## src/rtl/serial_sub_pkg.sv

```systemverilog
// serial_sub_pkg: shared constants for the bit-serial subtractor.
// This package holds the FSM state encoding and a constant-foldable clog2.
package serial_sub_pkg;

    localparam logic [1:0] ST_IDLE = 2'd0;
    localparam logic [1:0] ST_RUN  = 2'd1;
    localparam logic [1:0] ST_DONE = 2'd2;

    // Bit-counter width. Never returns less than 1, so a counter always exists.
    function automatic int clog2(input int value);
        int r;
        r = 0;
        while ((1 << r) < value) r++;
        if (r < 1) r = 1;
        return r;
    endfunction

endpackage

```

## src/rtl/full_subtractor.sv

```systemverilog
// full_subtractor: a 1-bit combinational cell that computes x - y - bi.
// It is the inverse counterpart of the full adder.
module full_subtractor (
    input  logic x,
    input  logic y,
    input  logic bi,
    output logic d,
    output logic bo
);

    // Difference bit and borrow out of one bit position
    assign d  = x ^ y ^ bi;
    assign bo = (~x & y) | (~(x ^ y) & bi);

endmodule

```

## src/rtl/serial_subtractor.sv

```systemverilog
// serial_subtractor: an LSB-first bit-serial subtractor built from one
// full_subtractor cell and a registered borrow.
// Optional macro: SERIAL_SUB_OVF_EN adds the signed-overflow output ovf.
//
// Handshake: a start seen on a rising edge while the FSM is in IDLE is
// accepted, and a, b and bin are captured on that edge. busy is high for
// the WIDTH cycles of RUN. done pulses for exactly one cycle, and during that
// cycle diff/bout are valid. start is ignored while busy or done. diff and
// bout hold their values until the next accepted start.
module serial_subtractor
    import serial_sub_pkg::*;
#(
    parameter int WIDTH = 8
) (
    input  logic             clk,
    input  logic             rst,
    input  logic             start,
    input  logic [WIDTH-1:0] a,
    input  logic [WIDTH-1:0] b,
    input  logic             bin,
    output logic             busy,
    output logic             done,
    output logic [WIDTH-1:0] diff,
    output logic             bout
`ifdef SERIAL_SUB_OVF_EN
    ,
    output logic             ovf
`endif
);

    localparam int CW = clog2(WIDTH);
    localparam logic [CW-1:0] LAST = CW'(WIDTH - 1);

    // state is kept as a plainly named register so it can be probed directly.
    logic [1:0]       state;
    logic [1:0]       state_next;
    logic [WIDTH-1:0] a_sr;
    logic [WIDTH-1:0] b_sr;
    logic [CW-1:0]    cnt;
    logic             borrow;
    logic             cell_d;
    logic             cell_bo;
    logic             last_bit;

    assign last_bit = (cnt == LAST);

    full_subtractor u_cell (
        .x  (a_sr[0]),
        .y  (b_sr[0]),
        .bi (borrow),
        .d  (cell_d),
        .bo (cell_bo)
    );

    // FSM state register; reset wins over everything
    always_ff @(posedge clk) begin
        if (rst) state <= ST_IDLE;
        else     state <= state_next;
    end

    // Next-state logic: IDLE -> RUN on start, RUN -> DONE on last bit, DONE -> IDLE
    always_comb begin
        state_next = state;
        case (state)
            ST_IDLE: if (start)    state_next = ST_RUN;
            ST_RUN:  if (last_bit) state_next = ST_DONE;
            ST_DONE:               state_next = ST_IDLE;
            default:               state_next = ST_IDLE;
        endcase
    end

    // Status outputs decoded from registered state only
    always_comb begin
        busy = (state == ST_RUN);
        done = (state == ST_DONE);
    end

    // Datapath: capture on start, then one bit per cycle while in RUN
    always_ff @(posedge clk) begin
        if (rst) begin
            a_sr   <= '0;
            b_sr   <= '0;
            cnt    <= '0;
            borrow <= 1'b0;
            diff   <= '0;
            bout   <= 1'b0;
`ifdef SERIAL_SUB_OVF_EN
            ovf    <= 1'b0;
`endif
        end else if (state == ST_IDLE && start) begin
            a_sr   <= a;
            b_sr   <= b;
            borrow <= bin;
            cnt    <= '0;
            diff   <= '0;
        end else if (state == ST_RUN) begin
            a_sr   <= {1'b0, a_sr[WIDTH-1:1]};
            b_sr   <= {1'b0, b_sr[WIDTH-1:1]};
            diff   <= {cell_d, diff[WIDTH-1:1]};
            borrow <= cell_bo;
            cnt    <= cnt + CW'(1);
            if (last_bit) begin
                bout <= cell_bo;
`ifdef SERIAL_SUB_OVF_EN
                // On the final bit, the shifters present the captured operand MSBs
                ovf  <= (a_sr[0] != b_sr[0]) && (cell_d != a_sr[0]);
`endif
            end
        end
    end

endmodule

```

## config.mk

```make
export PLATFORM = sky130hd
export DESIGN_NAME = serial_subtractor
export DESIGN_NICKNAME = d
export VERILOG_FILES = /design/src/rtl/serial_sub_pkg.sv /design/src/rtl/full_subtractor.sv /design/src/rtl/serial_subtractor.sv
export SDC_FILE = /design/constraint.sdc
export NUM_CORES = 1
export LEC_CHECK = 0
export ABC_AREA = 1
export BUFFER_PORTS_ARGS = -buffer_cell sky130_fd_sc_hd__buf_2
export CAP_MARGIN = 15
export CORE_AREA = 3 3 63 65
export CTS_BUF_LIST = sky130_fd_sc_hd__clkbuf_8
export CTS_CLUSTER_SIZE = 40
export DETAILED_ROUTE_END_ITERATION = 6
export DIE_AREA = 0 0 66 68
export PLACE_DENSITY = 0.65
export SLEW_MARGIN = 20
export SYNTH_ARGS = -nofsm -noshare
export SYNTH_HDL_FRONTEND = slang
export SYNTH_SLANG_ARGS = --single-unit
```

## constraint.sdc

```tcl
create_clock -name clk -period 1.6 [get_ports clk]
set_input_delay 0.32 -clock clk [delete_from_list [all_inputs] [get_ports clk]]
set_output_delay 0.32 -clock clk [all_outputs]
set_load 0.02 [all_outputs]
```

# [Word level (Yosys, flattened, before mapping)]
# Index checks and enable logic that the tools add are counted.
[op_classes] addsub=1 eq_ne=5 muxes=9 bitwise_logic=8 reduce_logical=6
[op_table] operator="$mux W8" n=4
[op_table] operator="$mux W2" n=2
[op_table] operator="$pmux W2 S2" n=1
[op_table] operator="$add A3 B1 Y3 const B" n=1
[op_table] operator="$eq A3 B3 Y1 const B" n=1
[op_table] operator="$not A1 Y1" n=3
[op_table] operator="$reduce_and A3 Y1" n=1
[op_table] operator="$and A1 B1 Y1" n=2
[op_table] operator="$eq A2 B1 Y1 const B" n=1
[op_table] operator="$eq A2 B2 Y1 const B" n=1
[op_table] operator="$logic_not A2 Y1" n=1
[op_table] operator="$mux W1" n=2
[op_table] operator="$ne A2 B1 Y1 const B" n=1
[op_table] operator="$ne A2 B2 Y1 const B" n=1
[op_table] operator="$reduce_and A2 Y1" n=1
[op_table] operator="$reduce_bool A2 Y1" n=1
[op_table] operator="$reduce_or A2 Y1" n=1
[op_table] operator="$xor A1 B1 Y1" n=2
[op_table] operator="$logic_and A1 B1 Y1" n=1
[op_table] operator="$or A1 B1 Y1" n=1
[totals] reg_bits=31 output_inout_bits=11 word_cells=36

# [Logic depth before layout (Yosys ltp)]
# Gate-level depths: netlist of run 1.
[logic_depth] depth_word=6 depth_mapped=7

# [Cells and area by module]
# From an unflattened synthesis of run 1, not the netlist that was laid out.
[unflattened] cells_unflattened=211 hier_area_um2=1534.0
[by_module_without_submodules] mod="serial_subtractor" instances=1 cells_per_inst=207 area_each_um2=1502.7 seq_area_each_um2=620.6
[by_module_without_submodules] mod="full_subtractor" instances=1 cells_per_inst=4 area_each_um2=31.3 seq_area_each_um2=0.0

# [Least setup slack after synthesis of run 1]
# Ideal clock, no wire load.
[synth_timing] path_kind="register to output" from="register state[1]" to="output port done" arrival_ns=0.996 required_ns=1.280 setup_slack_ns=0.284 path_stages_with_launch=4 cell_sequence="dfxtp_1 > inv_2 > buf_2 > nor2_1"
[synth_between] elab_chain_len=1
[synth_rtl] element="from (decl)" line_no="serial_subtractor.sv:35" rtl="logic [1:0] state;"
[synth_rtl] element="from (signal assigned)" line_no="serial_subtractor.sv:58" rtl="else state <= state_next;"
[synth_rtl] element="$eq A2 B2 Y1" line_no="serial_subtractor.sv:75" rtl="done = (state == ST_DONE);"
[synth_rtl] element="to (decl)" line_no="serial_subtractor.sv:22" rtl="output logic done,"
# Every way passes these cells.

# [Worst setup path in the final report of run 1]
# Same ends and word-level chain as after synthesis.

==> metrics.cfg, run 1 <==
[worst_setup_path]
worstSetupEndpointType = output port
worst_ep_required_time_ps = 1280
critical_path.startpoint_type = register
crit_arrival_ps = 1200
critical_path_peak_fanout = 15
critPathKind = register to output port

[cells_and_area]
diodes = 0
drive_gt1_share_pct = 29.4
synthToLayoutAreaGrowth_pct = 19.0
design.final.nets = 267
number_of_standard_cells_in_the_final_layout_excluding_fillers = 291
design_area_um2 = 1830
fill_cells = 347

[die]
initial_core_util_pct = 45.3
rows = 21
floorplan.io_pins = 31
die_outline_area_um2 = 4490
horiz_die_dim_um = 66
dieHeight_um = 68
fp.coreArea_um2 = 3390

[yosys]
synthesis.instances = 211
yosys.cell_count.top_type = nand2_1
synth_top_family_by_area = simple AND/OR/NAND/NOR gates
yosysTopAreaCell = dfxtp_1
synth_seq_cells = 31
synth_simple_gate_area_share_pct = 33.4
yosys_warnings = 0
share_of_synthesized_flip_flops_with_an_asynchronous_set_or_reset_pct = 0
post-synth-top-area-fraction_pct = 40.5
synth_ff_type = dfxtp_1
synthDistinctLibCells = 19
synth.area.top_cells = dfxtp_1 40%, nand2_1 15%, nand3_1 9.1%
share_of_synthesized_area_occupied_by_flip_flops_and_latches_pct = 40.5
synth_xor_xnor_area_share_pct = 0.571
synth_area_per_cell_um2 = 7.27
synth.cell_area_um2 = 1530
fraction_of_the_mapped_netlist_area_in_adder_cells_pct = 2.94
cell_types_with_the_highest_counts_after_synthesis = 63 x nand2_1, 31 x dfxtp_1, 28 x nand3_1
synth.mux.area_fraction_pct = 0
compound_gate_portion_of_the_synthesized_area_pct = 11.8
synth_nets = 234
synth_edf_count = 0

[clock_network]
cts.sinks = 31
htree_levels = 2
ctsResizeCount = 0
postCtsSetupRepairBufs = 0
worst_setup_hold_path_clk_slew_ps = 60
clock-root-buffer = clkbuf_8
cts-root-to-sink-buffers = 2
tritoncts.num_buffers = 5
cts_tree = done
clock_latency_ps = 280
post_cts_hold_buffer_count = 0

[global_routing]
grt_util_met3_pct = 3.61
grt_start_max_net_pins = 19
groute.layer.met1.usage_pct = 20.1
grt_antenna_before_repair = 0
grt_util_met2_pct = 24.2
vias_in_the_first_global_route = 1238
grt_first_pass_wirelength_um = 5380
groute.usage.overall_pct = 15.7
grt.busiest_layer = met2
globalRouteOverflowTotal = 0

[sta]
post-route-period-util_pct = 94.9
grt_setup_unrepaired = false
fin_worst_hold_slack_ps = 287
max_freq_mhz = 658
finClkSkew_ps = 4.43
period_needed_ps = 1520
timing.final.hold_violations = 0
timing.slew.headroom_pct = 75.0
slew_limit_fails = 0
fin_setup_tns_ps = 0
max_slew.worst_pin.slew_ps = 374
setup_viol = 0

[placed_design]
gpl.final_weighted_congestion = 0.805
place.port_buffers = 30
placed_cells = 283
placedInstanceArea_um2 = 1730
dp.final_hpwl_um = 2320

[pwr]
share_comb_of_total_power_pct = 15.0
p_int_w = 0.00130
power_switching_share_pct = 25.9
power_per_cell_area_nw_per_um2 = 962
net_switching_component_of_the_power_w = 0.000454
p_seq_share_pct = 47.6
ir_drop_mv = 0.580
power.clock.fraction_pct = 37.4
total_leakage_power_nw = 0.892

[drt]
drt_pass1_iterations = 4
avgViaCountPerCell = 4.66
wl_per_cell_um = 11.0
drt-total-wl_um = 3200
drc_violation_total_after_the_first_tritonroute_iteration = 33
antenna_left = 0
vias = 1357
detail_route.drc_violations = 0

[min_path]
min-delay-path-class = input pin to register

[run]
timing.max_cap.violations = 0

[outcome]
result_of_the_run = completed

metrics by stage:
| step | total power, W | util (%) | setup WS (ps) |
|---|---|---|---|
| 2_1_floorplan | 0.00105 | - | 284 |
| 3_3_place_gp | 0.00111 | 50.9 | 370 |
| 3_5_place_dp | 0.00112 | 50.9 | 318 |
| 4_1_cts | 0.00177 | 53.9 | 68.2 |
| 5_1_grt | 0.00184 | 53.9 | 17.8 |
| 6_report | 0.00176 | 53.9 | 80.9 |
sequential cells by signal, summed over array words and instances, names as in the netlist:
signal  count
diff        8
state       2
borrow      1
a_sr        8
cnt         3
b_sr        8
bout        1
power by group through the flow:
| stage | Clock (W) | Sequential, W | Combinational, W |
|---|---|---|---|
| after CTS | 0.000670 | 0.000837 | 0.000266 |
| after global placement | 0 | 0.000854 | 0.000259 |
| after detailed placement | 0 | 0.000853 | 0.000266 |
| after global routing | 0.000699 | 0.000841 | 0.000302 |
| after floorplan | 0 | 0.000848 | 0.000200 |
| final | 0.000656 | 0.000837 | 0.000263 |
final timing paths:
| path | start | end | slack [ps] | cells past startpoint |
|---|---|---|---|---|
| setup / recovery | state[1] | done | 80 | 3 |
| hold / removal | b[7] | b_sr[7] | 290 | 3 |
| setup reg to reg | state[1] | borrow | 310 | 7 |
| hold reg to reg | b_sr[1] | b_sr[1] | 470 | 2 |
area by class of cell:
class	instances	area, um2	share of cell area, %
Tap cell	46	57.6	3.15
Inverter	22	82.6	4.52
Sequential cell	31	621	34.0
Timing Repair Buffer	39	218	11.9
Multi-Input combinational cell	145	747	40.9
Clock buffer	7	96.3	5.28
Clock inverter	1	3.75	0.206
critical path, stage by stage, from the launching register on:
cell	delay, ps
dfxtp_1	440
inv_2	190
nor2_1	120
buf_2	170
metal layers:
layer,routed length [um],part of all wire (%)
met2,1440,45
met5,0,0
met4,74,2.3
met3,154,4.8
met1,1530,48
logic make-up (layout without fill, tap and decap cells):
kind of cell | Yosys count | in the layout
buf+inv | 35 | 69
simple gates | 115 | 115
xor+xnor | 1 | 1
compound gates | 26 | 26
flops | 31 | 31
fa+ha+maj | 3 | 3
layout by cell type, fill, tap and decap left out, types with 2 or more instances in the layout:
cell type and instances:
a21oi_1 14, nand3_1 28, inv_1 22, dfxtp_1 31, clkbuf_8 7, ha_1 2, a21oi_2 10, nand2_1 63
buf_4 9, nand2_2 12, buf_2 30, nor2_4 2, nor2_1 10
No activity file was read; power rests on OpenSTA's default activity.
==> inputs of run 2 (changes only) <==
Settings changed: ABC_AREA 1 to 0, CORE_AREA 3 3 63 65 to 8 8 65 67, DIE_AREA 0 0 66 68 to 0 0 73 75, PLACE_DENSITY 0.65 to 0.66.
==> run 2 against run 1 <==
  * Synthesized cell count fell by 23%
  * Worst setup slack improved by 4.4 ps
  * Fmax rose by 0.29%
  * Critical path depth did not move
  * Highest routed layer unchanged
==> metrics.cfg, run 2 <==
[cells_and_area]
biggestRegsByFlops = a_sr: 8 flops, b_sr: 8 flops, diff: 8 flops
layout.cells.most_common_list = 36 x nand2_1, 30 x dfxtp_1, 30 x buf_2
final_common_cell = nand2_1
design.final.nets = 219
multiInputGateArea_um2 = 637
utilization_pct = 51.0
seq_cell_area_um2 = 622
fill_cells = 337
diodes = 0
drive_gt1_share_pct = 28.4
synthToLayoutAreaGrowth_pct = 20.5

[yosys]
synth_top_family_by_area = simple AND/OR/NAND/NOR gates
synth_nets = 185
synth.area.top_cells = dfxtp_1 45%, a21oi_1 10%, nand2_1 9.9%
cell_types_with_the_highest_counts_after_synthesis = 36 x nand2_1, 31 x dfxtp_1, 28 x a21oi_1
yosys_warnings = 0
synth.cell_area_um2 = 1370
compound_gate_portion_of_the_synthesized_area_pct = 19.6
yosys.cell_count.top_type = nand2_1
synth_simple_gate_area_share_pct = 23.1
synthesis.instances = 162
yosysTopAreaCell = dfxtp_1
synth_area_per_cell_um2 = 8.44
post-synth-top-area-fraction_pct = 45.4
synth_edf_count = 0
synth_xor_xnor_area_share_pct = 0.640
share_of_synthesized_area_occupied_by_flip_flops_and_latches_pct = 45.4
fraction_of_the_mapped_netlist_area_in_adder_cells_pct = 3.29
share_of_synthesized_flip_flops_with_an_asynchronous_set_or_reset_pct = 0
synth_seq_cells = 31
synthDistinctLibCells = 26
synth_ff_type = dfxtp_1
synth.mux.area_fraction_pct = 0

[placed_design]
dp.final_hpwl_um = 2140
place.port_buffers = 30
gpl.final_weighted_congestion = 0.739

[global_routing]
vias_in_the_first_global_route = 1189
groute.usage.overall_pct = 12.0
globalRouteOverflowTotal = 0
grt_antenna_before_repair = 0
grt_start_max_net_pins = 21
grt_first_pass_wirelength_um = 5070

[sta]
fin_setup_tns_ps = 0
grt_setup_unrepaired = false
max_freq_mhz = 660
setup_viol = 0
timing.final.hold_violations = 0
period_needed_ps = 1510
post-route-period-util_pct = 94.7
max_slew.worst_pin.slew_ps = 417
timing.slew.headroom_pct = 72.2
slew_limit_fails = 0
finClkSkew_ps = 6.73

[worst_setup_path]
worst_ep_required_time_ps = 1280
crit_path_top_delay_cell = dfxtp_1
critical_path_peak_fanout = 8
highest_cell_delay_on_the_worst_timing_path_ps = 480
worstSetupEndpointType = output port
crit_arrival_ps = 1190
critical_path.startpoint_type = register
chain_of_cells_forming_the_critical_path = nand2b_1 > inv_4 > buf_2
critPathKind = register to output port

[die]
initial_core_util_pct = 42.3
die_outline_area_um2 = 5480
fp.coreArea_um2 = 3230
rows = 21
dieHeight_um = 75
horiz_die_dim_um = 73
floorplan.io_pins = 31

[clock_network]
cts-root-to-sink-buffers = 2
cts.sinks = 31
clock_latency_ps = 280
worst_setup_hold_path_clk_slew_ps = 60
clock-root-buffer = clkbuf_8
cts_tree = done
post_cts_hold_buffer_count = 0
tritoncts.num_buffers = 5
htree_levels = 2

[min_path]
min-delay-path-class = input pin to register

[pwr]
net_switching_component_of_the_power_w = 0.000429
ir_drop_mv = 0.528
share_comb_of_total_power_pct = 13.7
p_seq_share_pct = 48.7
power.clock.fraction_pct = 37.5
power_switching_share_pct = 24.7
p_int_w = 0.00131
total_leakage_power_nw = 0.678
power_per_cell_area_nw_per_um2 = 1050

[drt]
dr_wl_met3_um = 180
vias = 1197
routedLengthMet1_um = 1250
met2RoutedLength_um = 1540
drt-total-wl_um = 3010
wl_per_cell_um = 12.4
antenna_left = 0
avgViaCountPerCell = 4.93
route.top_layer_used = met4
drc_violation_total_after_the_first_tritonroute_iteration = 41
detail_route.drc_violations = 0
drt_pass1_iterations = 6

[run]
timing.max_cap.violations = 0

[outcome]
result_of_the_run = completed

run 2: changes by cell type after synthesis, moves of 7 or more:
cell      previous run  this run
inv_1               21         2
nand3_1             28         2
a21oi_1             14        28
a211oi_1             0        11
nand2_2             12         0
nor2_1              10        17
a21oi_2             10         0
nand2_1             63        36
run 2: power groups by stage:
| stage | registers (W) | logic, W | clock network [W] |
|---|---|---|---|
| 5_1_grt | 0.000852 | 0.000269 | 0.000711 |
| 2_1_floorplan | 0.000853 | 0.000185 | 0 |
| 3_5_place_dp | 0.000863 | 0.000232 | 0 |
| 6_report | 0.000847 | 0.000239 | 0.000653 |
| 3_3_place_gp | 0.000861 | 0.000224 | 0 |
| 4_1_cts | 0.000847 | 0.000241 | 0.000673 |
run 2: cell families (layout without fill, tap and decap cells):
family,after synthesis,count (layout)
and+or+nand+nor,69,69
AOI/OAI and AO/OA,43,43
DFF,31,31
buffers and inverters,15,50
adders and majority gates,3,3
xor gates and xnor gates,1,1
run 2: worst max-delay path: cells and delay by family, from the launching register on:
family | cells | cell delay (ps)
buf+inv | 2 | 200
flops | 1 | 480
simple gates | 1 | 240
run 2: repair_timing:
item	CTS	global route
endpoints found under the setup margin	1	0
buffers inserted	2	0
gates resized for setup	1	0
run 2: metal layers:
layer  GRT usage, %  vias to the layer above
met5              0                        -
met3           5.19                        6
met4           4.67                        0
li1               -                      610
met2           21.1                       35
met1           12.5                      546
run 2: layout make-up:
class                           instances  area share [%]
Timing Repair Buffer                   39            13.2
Inverter                                3           0.835
Multi-Input combinational cell        116            38.6
Tap cell                               46            3.49
Sequential cell                        31            37.7
Clock buffer                            7            5.85
Clock inverter                          1           0.228
run 2: final timing paths:
path | slack, ps | depth (start not counted) | startpoint | to
worst max-delay path | 90 | 3 | state[1] | busy
worst max register to register | 160 | 5 | state[1] | bout
worst min register to register | 460 | 2 | diff[0] | diff[0]
worst min-delay path | 280 | 3 | a[7] | a_sr[7]
run 2: stage by stage:
| stage | total power (W) | cell area, um2 | setup slack, ps | hold WS, ps | instances |
|---|---|---|---|---|---|
| after floorplan | 0.00104 | 1370 | 315 | 437 | 162 |
| after global placement | 0.00108 | 1530 | 211 | 443 | 233 |
| after detailed placement | 0.00110 | 1530 | 109 | 453 | 233 |
| after CTS | 0.00176 | 1650 | 79.8 | 277 | 243 |
| after global routing | 0.00183 | 1650 | 11.0 | 271 | 243 |
| final | 0.00174 | 1650 | 85.3 | 280 | 243 |
==> inputs of run 3 (changes only) <==
Settings changed: GPL_ROUTABILITY_DRIVEN set to 0.
Clock period 1.6 ns to 1.7 ns, I/O delays scaled along.
==> run 3 against run 2 <==
  * Design area is 1.3% lower
  * First-iteration DRC count fell by 17%
  * Power shrank 9.6%
  * Global-route usage decreased by 0.60 points
  * Worst hold slack better by 21 ps
  * Non-clock buffer count is 2 lower
  * Via count decreased by 2.8%
  * Clock skew decreased by 5.1 ps
  * Critical path type unchanged
==> metrics.cfg, run 3 (same netlist as run 2, synthesis figures left out) <==
[outcome]
result_of_the_run = completed

[run]
timing.max_cap.violations = 0

[clock_network]
cts_tree = done
clock_latency_ps = 270
post_cts_hold_buffer_count = 0
cts.sinks = 31
clock-root-buffer = clkbuf_8
tritoncts.num_buffers = 5
worst_setup_hold_path_clk_slew_ps = 60
postCtsSetupRepairBufs = 0
cts-root-to-sink-buffers = 2
htree_levels = 2

[drt]
vias = 1164
antenna_left = 0
avgViaCountPerCell = 4.85
drt_pass1_iterations = 4
detail_route.drc_violations = 0
drt-total-wl_um = 2900
drc_violation_total_after_the_first_tritonroute_iteration = 34
wl_per_cell_um = 12.1

[sta]
max_slew.worst_pin.slew_ps = 401
grt_setup_unrepaired = false
slew_limit_fails = 0
finClkSkew_ps = 1.67
setup_viol = 0
max_freq_mhz = 646
timing.slew.headroom_pct = 73.3
period_needed_ps = 1550
fin_setup_tns_ps = 0
post-route-period-util_pct = 91.1
timing.final.hold_violations = 0

[pwr]
ir_drop_mv = 0.395
p_int_w = 0.00118
p_seq_share_pct = 50.7
share_comb_of_total_power_pct = 13.8
net_switching_component_of_the_power_w = 0.000390
power_switching_share_pct = 24.8
power_per_cell_area_nw_per_um2 = 966
power.clock.fraction_pct = 35.4
post-layout-total-power_w = 0.00157
total_leakage_power_nw = 0.659

[cells_and_area]
biggestRegsByFlops = a_sr: 8 flops, b_sr: 8 flops, diff: 8 flops
layout.cells.most_common_list = 36 x nand2_1, 30 x buf_2, 29 x dfxtp_1
synthToLayoutAreaGrowth_pct = 18.9
drive_gt1_share_pct = 28.9
design.final.nets = 217
diodes = 0
final_common_cell = nand2_1

[worst_setup_path]
regToRegSetupSlack_ps = 360
critPathKind = register to output port
reg2reg_from = state[0]
crit-reg2reg-capture = diff[7]
worstPathBufferInverterCount = 2
critical-path-top-delay-family = flip-flops
critical_path.startpoint_type = register
highest_cell_delay_on_the_worst_timing_path_ps = 400
worst_ep_required_time_ps = 1360
chain_of_cells_forming_the_critical_path = nand2b_2 > clkinv_4 > buf_2
worstSetupEndpointType = output port
crit_arrival_ps = 1210
crit_path_top_delay_cell = dfxtp_2
critical_path_peak_fanout = 19
reg2reg_depth = 3

[placed_design]
place.port_buffers = 30
dp.final_hpwl_um = 2150

[global_routing]
grt_first_pass_wirelength_um = 4870
groute.usage.overall_pct = 11.4
globalRouteOverflowTotal = 0
grt_antenna_before_repair = 0
grt_start_max_net_pins = 21
vias_in_the_first_global_route = 1129

[die]
initial_core_util_pct = 42.3
floorplan.io_pins = 31
die_outline_area_um2 = 5480
fp.coreArea_um2 = 3230
horiz_die_dim_um = 73
rows = 21
dieHeight_um = 75

[min_path]
whs_endpoint = a_sr[7]
min_delay_path_depth = 3
hold_start = a[7]
min-delay-path-class = input pin to register

[run 3: changes by cell type in the layout (fill, tap and decap cells not counted), sizes merged]
| cell | before | now |
|---|---|---|
| buf | 39 | 37 |
| clkinv | 0 | 2 |
| inv | 4 | 2 |
| clkbuf | 7 | 6 |
[run 3: layout make-up]
class,count,area (um2)
Clock buffer,6,82.6
Clock inverter,1,5.00
Fill cell,322,1610
Inverter,3,16.3
Multi-Input combinational cell,116,639
Sequential cell,31,623
Tap cell,46,57.6
Timing Repair Buffer,37,203
[run 3: power groups by stage]
| stage | clock network [W] | registers, W | logic (W) |
|---|---|---|---|
| floorplan | 0 | 0.000803 | 0.000174 |
| finish | 0.000557 | 0.000797 | 0.000218 |
| global route | 0.000614 | 0.000801 | 0.000242 |
| detailed placement | 0 | 0.000812 | 0.000217 |
| global placement | 0 | 0.000810 | 0.000211 |
| CTS | 0.000574 | 0.000798 | 0.000218 |
[run 3: worst min-delay path, delay by kind of cell]
| family | cells | cell delay [ps] |
|---|---|---|
| buffers and inverters | 1 | 90 |
| AND/OR/NAND/NOR | 1 | 40 |
| AO/OA/AOI/OAI | 1 | 50 |
[run 3: worst max-delay path by stage]
stage / from / endpoint / slack (ps) / depth (start not counted)
2_1_floorplan: state[0] / busy / 400 / 5
3_3_place_gp: state[0] / busy / 290 / 3
3_5_place_dp: state[0] / a_sr[2] / 220 / 5
4_1_cts: state[1] / busy / 60 / 3
5_1_grt: state[1] / busy / 60 / 3
6_report: state[1] / busy / 150 / 3
[run 3: layer usage]
metal | vias up | GRT usage (%) | part of all wire [%]
met4 | 0 | 5.33 | 0.59
li1 | 606 | - | -
met2 | 27 | 19.5 | 51
met1 | 529 | 12.0 | 43
met5 | - | 0 | 0
met3 | 2 | 4.93 | 5.9
[run 3: timing repair]
item,in CTS,in global routing
endpoints found under the setup margin,1,1
hold endpoints to repair,0,0
gates cloned,0,0
resized for setup,1,3
[run 3: metrics by stage]
step	utilization, %	instances	cell area (um2)	hold WS (ps)	worst slack (ps)
after CTS	50.1	240	1620	290	59.2
after detailed placement	47.4	233	1530	447	221
final	50.3	240	1630	302	151
after global routing	50.3	240	1630	296	61.4
after floorplan	-	162	1370	437	403
after global placement	47.4	233	1530	443	294
